<file path="config.mk">
export PLATFORM = sky130hd
export DESIGN_NAME = soc_bus_fabric_flat
export DESIGN_NICKNAME = d
export VERILOG_FILES = /design/src/rtl/soc_bus_fabric_if.sv /design/src/rtl/soc_bus_fabric.sv /design/src/flat_wrapper.sv
export SDC_FILE = /design/constraint.sdc
export NUM_CORES = 1
export LEC_CHECK = 0
export CAP_MARGIN = 20
export CORE_AREA = 2 2 133 135
export CTS_CLUSTER_SIZE = 30
export DETAILED_ROUTE_END_ITERATION = 10
export DIE_AREA = 0 0 135 137
export PLACE_DENSITY = 0.73
export SLEW_MARGIN = 20
export SYNTH_ARGS = -nofsm -noshare
export SYNTH_HDL_FRONTEND = slang
export SYNTH_SLANG_ARGS = --single-unit
</file>
<file path="constraint.sdc">
create_clock -name clk_cpu -period 2.47 [get_ports clk_cpu]
set_clock_uncertainty 0.1 [all_clocks]
set_input_delay 0.494 -clock clk_cpu [delete_from_list [all_inputs] [get_ports clk_cpu]]
set_output_delay 0.494 -clock clk_cpu [all_outputs]
set_load 0.02 [all_outputs]
</file>
<file path="src/rtl/soc_bus_fabric_if.sv">
// soc_bus_fabric_if
// Bundles the picorv32 native memory port (m_*) and the shared/per-slave
// peripheral bus (s_*) handled by soc_bus_fabric.
//
// Modports:
//   slave  - the fabric's view. It is the slave of the CPU port and drives
//            the peripheral request signals.
//   master - the environment's view. The CPU drives m_valid/m_addr/m_wdata/
//            m_wstrb, and the peripherals drive s_ready/s_rdata.
//
// Signals:
//   m_valid, m_addr[31:0], m_wdata[31:0], m_wstrb[3:0]   CPU request
//   m_ready, m_rdata[31:0]                               CPU completion
//   s_valid[NUM_SLAVES], s_addr, s_wdata, s_wstrb        peripheral request
//   s_ready[NUM_SLAVES], s_rdata[32*NUM_SLAVES]          peripheral response
interface soc_bus_fabric_if #(
  parameter int NUM_SLAVES = 4
) ();
  logic                    m_valid;
  logic [31:0]             m_addr;
  logic [31:0]             m_wdata;
  logic [3:0]              m_wstrb;
  logic                    m_ready;
  logic [31:0]             m_rdata;

  logic [NUM_SLAVES-1:0]   s_valid;
  logic [31:0]             s_addr;
  logic [31:0]             s_wdata;
  logic [3:0]              s_wstrb;
  logic [NUM_SLAVES-1:0]   s_ready;
  logic [32*NUM_SLAVES-1:0] s_rdata;

  modport slave (
    input  m_valid, m_addr, m_wdata, m_wstrb,
    output m_ready, m_rdata,
    output s_valid, s_addr, s_wdata, s_wstrb,
    input  s_ready, s_rdata
  );

  modport master (
    output m_valid, m_addr, m_wdata, m_wstrb,
    input  m_ready, m_rdata,
    input  s_valid, s_addr, s_wdata, s_wstrb,
    output s_ready, s_rdata
  );
endinterface

</file>
<file path="src/rtl/soc_bus_fabric.sv">
// soc_bus_fabric
// Interconnect between the picorv32 native memory port and up to NUM_SLAVES
// peripherals. Slave i is selected when m_addr[31:24] equals
// SLAVE_BASE[8*i+:8]; on overlapping entries the lowest index wins. Each
// slave has its own valid/ready handshake, so it may insert wait states.
// Unmapped accesses are answered with ERR_DATA and logged in a sticky
// error flag plus the offending address.
//
// Build option:
//   BUS_TIMEOUT_EN  when defined, an access whose slave does not answer
//                   within TIMEOUT_CYCLES cycles is forcibly terminated
//                   with ERR_DATA and logged like an unmapped access.
//                   When undefined the fabric waits for s_ready forever.
//
// Ports:
//   clk_cpu    clock, rising edge
//   n_reset    asynchronous active-low reset
//   bus        soc_bus_fabric_if.slave (CPU port + peripheral bus)
//   err_clear  clears bus_err (a simultaneous new error takes priority)
//   bus_err    sticky error flag
//   err_addr   address of the most recent errored access
module soc_bus_fabric #(
  parameter int                    NUM_SLAVES     = 4,
  parameter logic [8*NUM_SLAVES-1:0] SLAVE_BASE   = (8*NUM_SLAVES)'(32'hFF_FE_01_00),
  parameter int                    TIMEOUT_CYCLES = 255,
  parameter logic [31:0]           ERR_DATA       = 32'hDEAD_BEEF
) (
  input  logic               clk_cpu,
  input  logic               n_reset,
  soc_bus_fabric_if.slave    bus,
  input  logic               err_clear,
  output logic               bus_err,
  output logic [31:0]        err_addr
);

  typedef enum logic [1:0] {
    IDLE,
    ACCESS,
    RESP
  } state_t;

  state_t                state_reg, state_next;
  logic [NUM_SLAVES-1:0] s_valid_reg, s_valid_next;
  logic [31:0]           s_addr_reg, s_addr_next;
  logic [31:0]           s_wdata_reg, s_wdata_next;
  logic [3:0]            s_wstrb_reg, s_wstrb_next;
  logic [31:0]           m_rdata_reg, m_rdata_next;
  logic                  m_ready_reg, m_ready_next;
  logic                  bus_err_reg, bus_err_next;
  logic [31:0]           err_addr_reg, err_addr_next;

  logic [NUM_SLAVES-1:0] match;
  logic [NUM_SLAVES-1:0] sel_onehot;
  logic [31:0]           slave_rdata [NUM_SLAVES];
  logic                  sel_ready;
  logic [31:0]           sel_rdata;
  logic                  timeout_hit;

  // Address decode and per-slave read-data slices
  generate
    for (genvar gi = 0; gi < NUM_SLAVES; gi++) begin : g_slave
      assign match[gi]       = (bus.m_addr[31:24] == SLAVE_BASE[8*gi +: 8]);
      assign slave_rdata[gi] = bus.s_rdata[32*gi +: 32];
    end
  endgenerate

  // Isolate the lowest set bit so overlapping windows resolve to the
  // lowest slave index.
  assign sel_onehot = match & (~match + NUM_SLAVES'(1));

  // While in ACCESS, s_valid_reg is the one-hot select of the active slave;
  // only that slave's ready/data can influence the FSM.
  always_comb begin
    sel_ready = |(bus.s_ready & s_valid_reg);
    sel_rdata = '0;
    for (int i = 0; i < NUM_SLAVES; i++) begin
      if (s_valid_reg[i]) begin
        sel_rdata = sel_rdata | slave_rdata[i];
      end
    end
  end

`ifdef BUS_TIMEOUT_EN
  logic [15:0] cnt_reg, cnt_next;
  logic [15:0] cnt_inc;

  assign cnt_inc = cnt_reg + 16'd1;
  // Terminating when the incremented count reaches the limit keeps s_valid
  // high for exactly TIMEOUT_CYCLES cycles.
  assign timeout_hit = (state_reg == ACCESS) && !sel_ready &&
                       (cnt_inc == 16'(TIMEOUT_CYCLES));

  always_comb begin
    cnt_next = cnt_reg;
    if (state_reg != ACCESS) begin
      cnt_next = '0;
    end else if (!sel_ready) begin
      cnt_next = cnt_inc;
    end
  end

  always_ff @(posedge clk_cpu or negedge n_reset) begin
    if (!n_reset) begin
      cnt_reg <= '0;
    end else begin
      cnt_reg <= cnt_next;
    end
  end
`else
  logic [15:0] unused_timeout;
  assign unused_timeout = 16'(TIMEOUT_CYCLES);
  assign timeout_hit    = 1'b0;
`endif

  // Next-state and output logic
  always_comb begin
    state_next    = state_reg;
    s_valid_next  = s_valid_reg;
    s_addr_next   = s_addr_reg;
    s_wdata_next  = s_wdata_reg;
    s_wstrb_next  = s_wstrb_reg;
    m_rdata_next  = m_rdata_reg;
    m_ready_next  = 1'b0;
    bus_err_next  = bus_err_reg & ~err_clear;
    err_addr_next = err_addr_reg;

    case (state_reg)
      IDLE: begin
        // m_ready_reg is high in the idle cycle right after RESP, while
        // picorv32 still holds m_valid for the finished access; ignore it.
        if (bus.m_valid && !m_ready_reg) begin
          if (|match) begin
            s_addr_next  = bus.m_addr;
            s_wdata_next = bus.m_wdata;
            s_wstrb_next = bus.m_wstrb;
            s_valid_next = sel_onehot;
            state_next   = ACCESS;
          end else begin
            m_rdata_next  = ERR_DATA;
            bus_err_next  = 1'b1;
            err_addr_next = bus.m_addr;
            state_next    = RESP;
          end
        end
      end

      ACCESS: begin
        if (sel_ready) begin
          m_rdata_next = sel_rdata;
          s_valid_next = '0;
          state_next   = RESP;
        end else if (timeout_hit) begin
          m_rdata_next  = ERR_DATA;
          s_valid_next  = '0;
          bus_err_next  = 1'b1;
          err_addr_next = s_addr_reg;
          state_next    = RESP;
        end
      end

      RESP: begin
        m_ready_next = 1'b1;
        state_next   = IDLE;
      end

      default: begin
        state_next = IDLE;
      end
    endcase
  end

  always_ff @(posedge clk_cpu or negedge n_reset) begin
    if (!n_reset) begin
      state_reg    <= IDLE;
      s_valid_reg  <= '0;
      s_addr_reg   <= '0;
      s_wdata_reg  <= '0;
      s_wstrb_reg  <= '0;
      m_rdata_reg  <= '0;
      m_ready_reg  <= 1'b0;
      bus_err_reg  <= 1'b0;
      err_addr_reg <= '0;
    end else begin
      state_reg    <= state_next;
      s_valid_reg  <= s_valid_next;
      s_addr_reg   <= s_addr_next;
      s_wdata_reg  <= s_wdata_next;
      s_wstrb_reg  <= s_wstrb_next;
      m_rdata_reg  <= m_rdata_next;
      m_ready_reg  <= m_ready_next;
      bus_err_reg  <= bus_err_next;
      err_addr_reg <= err_addr_next;
    end
  end

  assign bus.s_valid = s_valid_reg;
  assign bus.s_addr  = s_addr_reg;
  assign bus.s_wdata = s_wdata_reg;
  assign bus.s_wstrb = s_wstrb_reg;
  assign bus.m_rdata = m_rdata_reg;
  assign bus.m_ready = m_ready_reg;
  assign bus_err     = bus_err_reg;
  assign err_addr    = err_addr_reg;

endmodule

</file>
<file path="src/flat_wrapper.sv">
// flat-port wrapper written by rule: the top's interface ports become plain ports
module soc_bus_fabric_flat 
#(
  parameter int                    NUM_SLAVES     = 4,
  parameter logic [8*NUM_SLAVES-1:0] SLAVE_BASE   = (8*NUM_SLAVES)'(32'hFF_FE_01_00),
  parameter int                    TIMEOUT_CYCLES = 255,
  parameter logic [31:0]           ERR_DATA       = 32'hDEAD_BEEF
)
  (clk_cpu, n_reset, err_clear, bus_err, err_addr, bus_m_valid, bus_m_addr, bus_m_wdata, bus_m_wstrb, bus_m_ready, bus_m_rdata, bus_s_valid, bus_s_addr, bus_s_wdata, bus_s_wstrb, bus_s_ready, bus_s_rdata);
  soc_bus_fabric_if #(.NUM_SLAVES(NUM_SLAVES)) bus_i ();
  input  logic clk_cpu;
  input  logic n_reset;
  input  logic err_clear;
  output logic bus_err;
  output logic [31:0] err_addr;
  input wire logic [$bits(bus_i.m_valid)-1:0] bus_m_valid;
  input wire logic [$bits(bus_i.m_addr)-1:0] bus_m_addr;
  input wire logic [$bits(bus_i.m_wdata)-1:0] bus_m_wdata;
  input wire logic [$bits(bus_i.m_wstrb)-1:0] bus_m_wstrb;
  output wire logic [$bits(bus_i.m_ready)-1:0] bus_m_ready;
  output wire logic [$bits(bus_i.m_rdata)-1:0] bus_m_rdata;
  output wire logic [$bits(bus_i.s_valid)-1:0] bus_s_valid;
  output wire logic [$bits(bus_i.s_addr)-1:0] bus_s_addr;
  output wire logic [$bits(bus_i.s_wdata)-1:0] bus_s_wdata;
  output wire logic [$bits(bus_i.s_wstrb)-1:0] bus_s_wstrb;
  input wire logic [$bits(bus_i.s_ready)-1:0] bus_s_ready;
  input wire logic [$bits(bus_i.s_rdata)-1:0] bus_s_rdata;
  assign bus_i.m_valid = bus_m_valid;
  assign bus_i.m_addr = bus_m_addr;
  assign bus_i.m_wdata = bus_m_wdata;
  assign bus_i.m_wstrb = bus_m_wstrb;
  assign bus_m_ready = bus_i.m_ready;
  assign bus_m_rdata = bus_i.m_rdata;
  assign bus_s_valid = bus_i.s_valid;
  assign bus_s_addr = bus_i.s_addr;
  assign bus_s_wdata = bus_i.s_wdata;
  assign bus_s_wstrb = bus_i.s_wstrb;
  assign bus_i.s_ready = bus_s_ready;
  assign bus_i.s_rdata = bus_s_rdata;
  soc_bus_fabric #(.NUM_SLAVES(NUM_SLAVES), .SLAVE_BASE(SLAVE_BASE), .TIMEOUT_CYCLES(TIMEOUT_CYCLES), .ERR_DATA(ERR_DATA)) u_core (.clk_cpu(clk_cpu), .n_reset(n_reset), .bus(bus_i), .err_clear(err_clear), .bus_err(bus_err), .err_addr(err_addr));
endmodule
</file>
==> results of run 1 <==
## through the flow
stage / std cells / setup WS (ns) / hold WS, ns / utilization
final: 1056 / 0.0936 / 0.380 / 0.619
after global routing: 1056 / 0.0258 / 0.409 / 0.619
after CTS: 1056 / 0.0651 / 0.384 / 0.619
after detailed placement: 1023 / -0.276 / 0.367 / 0.585
after global placement: 1023 / -0.247 / 0.359 / 0.585
after floorplan: 473 / 0.138 / 0.0984 / -
## layout make-up
class	count	area, µm²	share of cell area
sequential	140	3500	0.332
timing repair buffer	367	3690	0.349
inverter	3	11.3	0.00107
clock inverter	11	108	0.0102
multi-input combinational	289	2510	0.238
clock buffer	21	460	0.0436
tap	225	282	0.0267
## per-layer routing
metal  track usage  up-vias  wire, µm
met5             0        -         0
met4        0.0631        0       321
met3        0.0993       25      2250
met2         0.391      268     10500
met1         0.246     2717      7800
li1              -     2512         -
## cell usage after synthesis (all sizes together), types with 2 or more instances
| master | instances | area share |
|---|---|---|
| mux2 | 93 | 0.17 |
| and2 | 8 | 0.0081 |
| a221o | 8 | 0.013 |
| o21ai | 2 | 0.0022 |
| nand3 | 25 | 0.020 |
| nor2 | 4 | 0.0024 |
| o311a | 24 | 0.039 |
| buf | 6 | 0.0057 |
| a21o | 8 | 0.0098 |
| a22o | 2 | 0.0028 |
| inv | 3 | 0.0018 |
| or2 | 2 | 0.0020 |
| a21oi | 10 | 0.0081 |
| clkbuf | 35 | 0.021 |
| or3 | 24 | 0.024 |
| a32o | 2 | 0.0033 |
| dfrtp | 140 | 0.57 |
| a22oi | 66 | 0.081 |
## cell families (layout without fill, tap and decap cells)
logic type,count (synthesis),in the layout,synth area share
compound gates,125,125,0.163
buf+inv,44,402,0.0289
flops,140,140,0.569
mux,93,93,0.170
simple gates,71,71,0.0689
## power by group through the flow
stage / logic (mW) / clock network (mW) / registers [mW]
after floorplan: 0.468 / 0 / 3.29
after global placement: 2.17 / 0 / 2.87
after detailed placement: 2.20 / 0 / 2.89
after CTS: 2.21 / 2.50 / 2.86
after global routing: 2.31 / 2.62 / 2.89
final: 2.19 / 2.45 / 2.85
## worst paths after layout
path | end | slack (ns) | from
setup / recovery | bus_s_valid[2] | 0.09 | u_core.bus.s_valid[2]$_DFFE_PN0P_
hold / removal | u_core.bus.s_addr[27]$_DFFE_PN0P_ | 0.38 | u_core.bus.s_addr[27]$_DFFE_PN0P_
setup reg to reg | u_core.err_addr[25]$_DFFE_PN0P_ | 0.40 | u_core.state_reg[0]$_DFFE_PN0P_
hold reg to reg | u_core.bus.s_addr[27]$_DFFE_PN0P_ | 0.38 | u_core.bus.s_addr[27]$_DFFE_PN0P_
max in group asynchronous | u_core.bus.m_rdata[26]$_DFFE_PN0P_ | 1.10 | n_reset
min in group asynchronous | u_core.bus.m_rdata[5]$_DFFE_PN0P_ | 0.48 | n_reset
==> key figures, run 1 <==
Synth
  • Register area share after synthesis: 0.569
  • Mapped cell area: just over 6000 µm²
  • YS warnings: 0
  • Post-Synthesis Cells: approximately 470
  • Net Count, Synth: 677
  • Post-synth EDFFs: 0
  • Register bit count reported by yosys: 140
  • Yosys cell types: 33
  • Ys flop type: dfrtp_1
  • Ys async rst share: 1.00
  • Syn avg cell area: around 13 µm²

Drt
  • DRT iter0 DRCs: 221
  • Via count: 5522
  • Drt total wl: approximately 21000 µm
  • Drt wl/cell: 19.8 µm
  • Residual DRC count: 0
  • Vias per inst: 5.23
  • Initial DRT Pass Iterations: 5
  • Remaining antenna violation count: 0

Pwr
  • Reg power frac: 0.381
  • Psw: 2.19 mW
  • Internal: between 5 and 6 mW
  • Comb power frac: 0.292
  • PwrDens: 709 nW/µm²
  • Clk pwr share: 0.327
  • Peak supply drop: 0.520 mV
  • Pleak: 4.29 nW
  • Final Power: roughly 7.5 mW
  • Switching share of power: 0.293

Die
  • Core ar.: 17100 µm²
  • # rows: 48
  • Die W: between 100 and 150 µm
  • Top Ports: 342
  • Die Area: roughly 18000 µm²
  • Die H: 137 µm
  • Starting Density: 0.361

Setup path
  • Crit Path Category: flip-flop to primary output
  • Cell Chain, Critical Path: clkdlybuf4s50_1
  • Worst-case reg-to-reg path depth: 5
  • CP max stage delay: 0.71 ns
  • CP top delay family: buffers and inverters
  • Slowest library cell on the worst path: clkdlybuf4s50_1
  • CP bufs+invs: 1
  • Critical Path Fanout Max: 12
  • Setup crit end kind: primary output
  • Stages on worst setup path: 1
  • Critical path launch point type: flip-flop
  • Data arrival, critical path: 1.78 ns
  • Critical Path RT: 1.88 ns

GRT
  • First-pass GRT wire length: ~32000 µm
  • Initial antenna violation count: 0
  • Largest net degree at the start of global routing: 52
  • Total grt overflow: 0
  • GRT Util Overall: 0.223
  • Number of global-route vias before repair: 5856

Timing
  • Minimum clock period: 2.38 ns
  • Fin. max-slew vios: 0
  • Final Setup Violations: 0
  • TNS Setup: 0 ns
  • RSZ-0062 raised after global routing: false
  • Hold Vio Cnt, Final: 0
  • FMAX: 421 MHz
  • Slew headroom: 0.276
  • Tcrit/Tclk final: 0.962
  • Worst Tran Pin Value: about 1.1 ns

Clocking
  • Hold_buf cts: 1
  • # H-tree levels: 4
  • Total clock sinks: 140
  • Clock slew at reported path FFs: ~0.060 ns
  • Cts repair resizes: 0
  • Clk_lat worst skew: ~0.41 ns
  • CTS tree: done
  • Post-CTS setup buffer count: 0
  • Num CTS Buffers: 17
  • Clk root buf: clkbuf_16
  • Clock tree buffer depth: 2

Worst hold path
  • Hold Crit Depth: 1
  • Hold Path Class: flip-flop to flip-flop

Cells and area
  • Share of cells above drive strength 1: 0.188
  • N_diodes: 0
  • Filler cells: about 1300
  • Highest-count cells in the layout ignoring fill and taps: 340 x clkdlybuf4s50_1, 140 x dfrtp_1, 92 x mux2_2
  • Nets: 1022
  • Synthesis-to-finish area growth: 71.6%
  • Fin area: 10600 µm²
  • Commonest non-fill, non-tap cell in the layout: clkdlybuf4s50_1

Place
  • Placed instance area: 9980 µm²
  • Post-DP HPWL: 15800 µm
  • # port buffers: 341
  • Routability cong.: between 0.9 and 1

Run
  • Max Cap Viol: 0

Status
  • Run status: finished, final reports clean
Note: power is estimated with default switching activity, not from simulation.
==> run 2: changes to the inputs <==
--- a/config.mk
+++ b/config.mk
@@ -6,11 +6,11 @@
 export NUM_CORES = 1
 export LEC_CHECK = 0
 export CAP_MARGIN = 20
-export CORE_AREA = 2 2 133 135
+export CORE_MARGIN = 4
+export CORE_UTILIZATION = 39
 export CTS_CLUSTER_SIZE = 30
 export DETAILED_ROUTE_END_ITERATION = 10
-export DIE_AREA = 0 0 135 137
-export PLACE_DENSITY = 0.73
+export PLACE_DENSITY = 0.78
 export SLEW_MARGIN = 20
 export SYNTH_ARGS = -nofsm -noshare
 export SYNTH_HDL_FRONTEND = slang
==> constraint.sdc (replaced) <==
create_clock -name clk_cpu -period 2.3 [get_ports clk_cpu]
set_clock_uncertainty 0.1 [all_clocks]
set_input_delay 0.46 -clock clk_cpu [delete_from_list [all_inputs] [get_ports clk_cpu]]
set_output_delay 0.46 -clock clk_cpu [all_outputs]
set_load 0.02 [all_outputs]
==> run 2 against run 1 <==
  * Sequential power is 7.4% higher
  * Sequential share of layout area is 0.086 points lower
  * Via count is 0.34% higher
  * Hold slack better by 0.00063 ns
  * Register-to-register slack worse by 0.22 ns
  * Flip-flop and latch count stayed put
  * Critical path depth is 1 higher
  * Highest routed layer unchanged
  * Clock power is 7% higher
  * Global-route usage is 2.0 points higher
  * Clock-buffer cell count is 2 higher
==> key figures, run 2 (synthesis gave the netlist of run 1 again) <==
Status
  • Run status: finished, final reports clean

Cells and area
  • Share of cells above drive strength 1: 0.191 (+0.00315)
  • Fin area: 10600 µm² (+0.26%)
  • Synthesis-to-finish area growth: 72.0%
  • Multi-input gate area: 2520 µm² (+0.35%)
  • Highest-count cells in the layout ignoring fill and taps: 340 x clkdlybuf4s50_1, 140 x dfrtp_1, 92 x mux2_2
  • Commonest non-fill, non-tap cell in the layout: clkdlybuf4s50_1
  • Nets: 1024 (+0.20%)
  • Storage element area: 3500 µm² (unchanged)
  • Filler cells: 1086 (-19%)

Die
  • Die H: 134 µm (-2.5%)
  • # rows: 45 (-6.3%)
  • Die W: 134 µm (-1.0%)
  • Die Area: 17900 µm² (-3.5%)
  • Starting Density: 0.402 (+0.0410)
  • Top Ports: 342 (unchanged)
  • Core ar.: 15300 µm² (-10%)

Timing
  • RSZ-0062 raised after global routing: false
  • Worst Tran Pin Value: 0.653 ns (-0.433 ns)
  • Hold Vio Cnt, Final: 0 (unchanged)
  • Final Setup Violations: 0 (unchanged)
  • Slew headroom: 0.563 (+0.288)
  • Tcrit/Tclk final: 0.971
  • Fin. max-slew vios: 0 (unchanged)
  • FMAX: about 450 MHz
  • Minimum clock period: 2.23 ns

Clocking
  • Num CTS Buffers: 17 (unchanged)
  • Post-CTS setup buffer count: 0 (unchanged)
  • Clk_lat worst skew: 0.41 ns (about the same)
  • Total clock sinks: 140 (unchanged)
  • Clock tree buffer depth: 2 (unchanged)
  • Clk root buf: clkbuf_16
  • # H-tree levels: 4 (unchanged)
  • CTS tree: done
  • Clock slew at reported path FFs: 0.06 ns (about the same)

Drt
  • Residual DRC count: 0 (unchanged)
  • DRT iter0 DRCs: 267 (+21%)
  • Drt total wl: 21800 µm (+4.2%)
  • Remaining antenna violation count: 0 (unchanged)
  • Via count: 5541 (+0.34%)
  • Initial DRT Pass Iterations: 5 (unchanged)
  • Vias per inst: 5.30 (+1.4%)
  • Drt wl/cell: 20.8 µm (+5.3%)

GRT
  • GRT Util Overall: 0.243 (+0.0201)
  • Largest net degree at the start of global routing: 52 (unchanged)
  • First-pass GRT wire length: 34300 µm (+7.8%)
  • Total grt overflow: 0 (unchanged)
  • Initial antenna violation count: 1 (+1)
  • Number of global-route vias before repair: 6227 (+6.3%)

Setup path
  • Setup crit end kind: primary output
  • Crit Path Category: flip-flop to primary output
  • Data arrival, critical path: 1.67 ns (-0.11 ns)
  • Critical Path Fanout Max: 14 (+2)
  • Slowest library cell on the worst path: clkdlybuf4s50_1
  • CP bufs+invs: 2 (+1)
  • Critical path launch point type: flip-flop
  • CP top delay family: buffers and inverters
  • CP max stage delay: 0.63 ns (-0.08 ns)
  • Cell Chain, Critical Path: buf_4 -> clkdlybuf4s50_1
  • Critical Path RT: 1.74 ns (-0.14 ns)

Place
  • Routability cong.: 0.842 (-7.2%)
  • # port buffers: 341 (unchanged)
  • Post-DP HPWL: 16800 µm (+6.1%)
  • Placed instance area: 9990 µm² (+0.10%)

Pwr
  • Final Power: 8.06 mW (+7.7%)
  • PwrDens: 761 nW/µm² (+7.4%)
  • Peak supply drop: 0.742 mV (+43%)
  • Pleak: 4.32 nW (+0.65%)

Run
  • Max Cap Viol: 0 (unchanged)

Worst hold path
  • Hold Path Class: flip-flop to flip-flop
==> run 2: report_power, final <==
part | internal, mW | total, mW | switching [mW]
logic | 1.30 | 2.37 | 1.07
clock network | 1.60 | 2.62 | 1.02
registers | 2.84 | 3.06 | 0.217
==> run 2: final cells by class <==
class                           count  share of cell area
Inverter                            3             0.00106
Antenna cell                        1            0.000236
Sequential cell                   140               0.331
Multi-Input combinational cell    289               0.238
Clock inverter                      9             0.00815
Clock buffer                       23              0.0461
Tap cell                          211              0.0249
Timing Repair Buffer              369               0.351
==> run 2: path summary, 6_finish.rpt <==
| kind | from | slack [ns] | cells after the start | end |
|---|---|---|---|---|
| worst max-delay path | u_core.bus.s_valid[0]$_DFFE_PN0P_ | 0.07 | 2 | bus_s_valid[0] |
| worst min-delay path | u_core.bus.s_addr[28]$_DFFE_PN0P_ | 0.38 | 1 | u_core.bus.s_addr[28]$_DFFE_PN0P_ |
| worst max register to register | u_core.state_reg[0]$_DFFE_PN0P_ | 0.18 | 5 | u_core.err_addr[17]$_DFFE_PN0P_ |
| worst min register to register | u_core.bus.s_addr[28]$_DFFE_PN0P_ | 0.38 | 1 | u_core.bus.s_addr[28]$_DFFE_PN0P_ |
| max in group asynchronous | n_reset | 1.02 | 3 | u_core.bus.s_wdata[26]$_DFFE_PN0P_ |
| min in group asynchronous | n_reset | 0.47 | 2 | u_core.err_addr[20]$_DFFE_PN0P_ |
==> run 2: repair_timing <==
| item | in CTS | in global routing |
|---|---|---|
| hold buffers | 1 | 0 |
| setup endpoints to repair | 0 | 60 |
| gates resized for setup | 0 | 1 |
| endpoints found under the hold margin | 47 | 0 |
==> run 2: metrics by stage <==
stage                     TNS [ns]   util  setup WS (ns)  cells  hold WS (ns)
after floorplan                  0      -        0.00211    473        0.0644
after global placement      -40.14  0.652         -0.312   1011         0.331
after detailed placement    -50.17  0.652         -0.399   1011         0.343
after CTS                        0  0.691         0.0351   1044         0.387
after global routing             0  0.691        0.00625   1045         0.402
final                            0  0.691         0.0660   1045         0.381
==> run 2: worst register-to-register path, stage by stage, from the launching register on <==
cell     delay [ns]
dfrtp_1        0.44
nor4b_4        0.34
inv_1          0.13
nor3_2         0.37
buf_12         0.25
mux2_2         0.37
==> run 2: layer usage <==
| layer | routed length [µm] | global-route usage | vias up |
|---|---|---|---|
| met5 | 0 | 0 | - |
| met4 | 585 | 0.0891 | 0 |
| met3 | 1920 | 0.0801 | 38 |
| met2 | 10900 | 0.419 | 288 |
| met1 | 8390 | 0.284 | 2685 |
| li1 | - | - | 2530 |
==> run 3: changes to the inputs <==
--- a/config.mk
+++ b/config.mk
@@ -15,3 +15,4 @@
 export SYNTH_ARGS = -nofsm -noshare
 export SYNTH_HDL_FRONTEND = slang
 export SYNTH_SLANG_ARGS = --single-unit
+export TNS_END_PERCENT = 20
==> results of run 3 <==
Same layout as run 2: the final DEF is identical, and so are final timing and power.
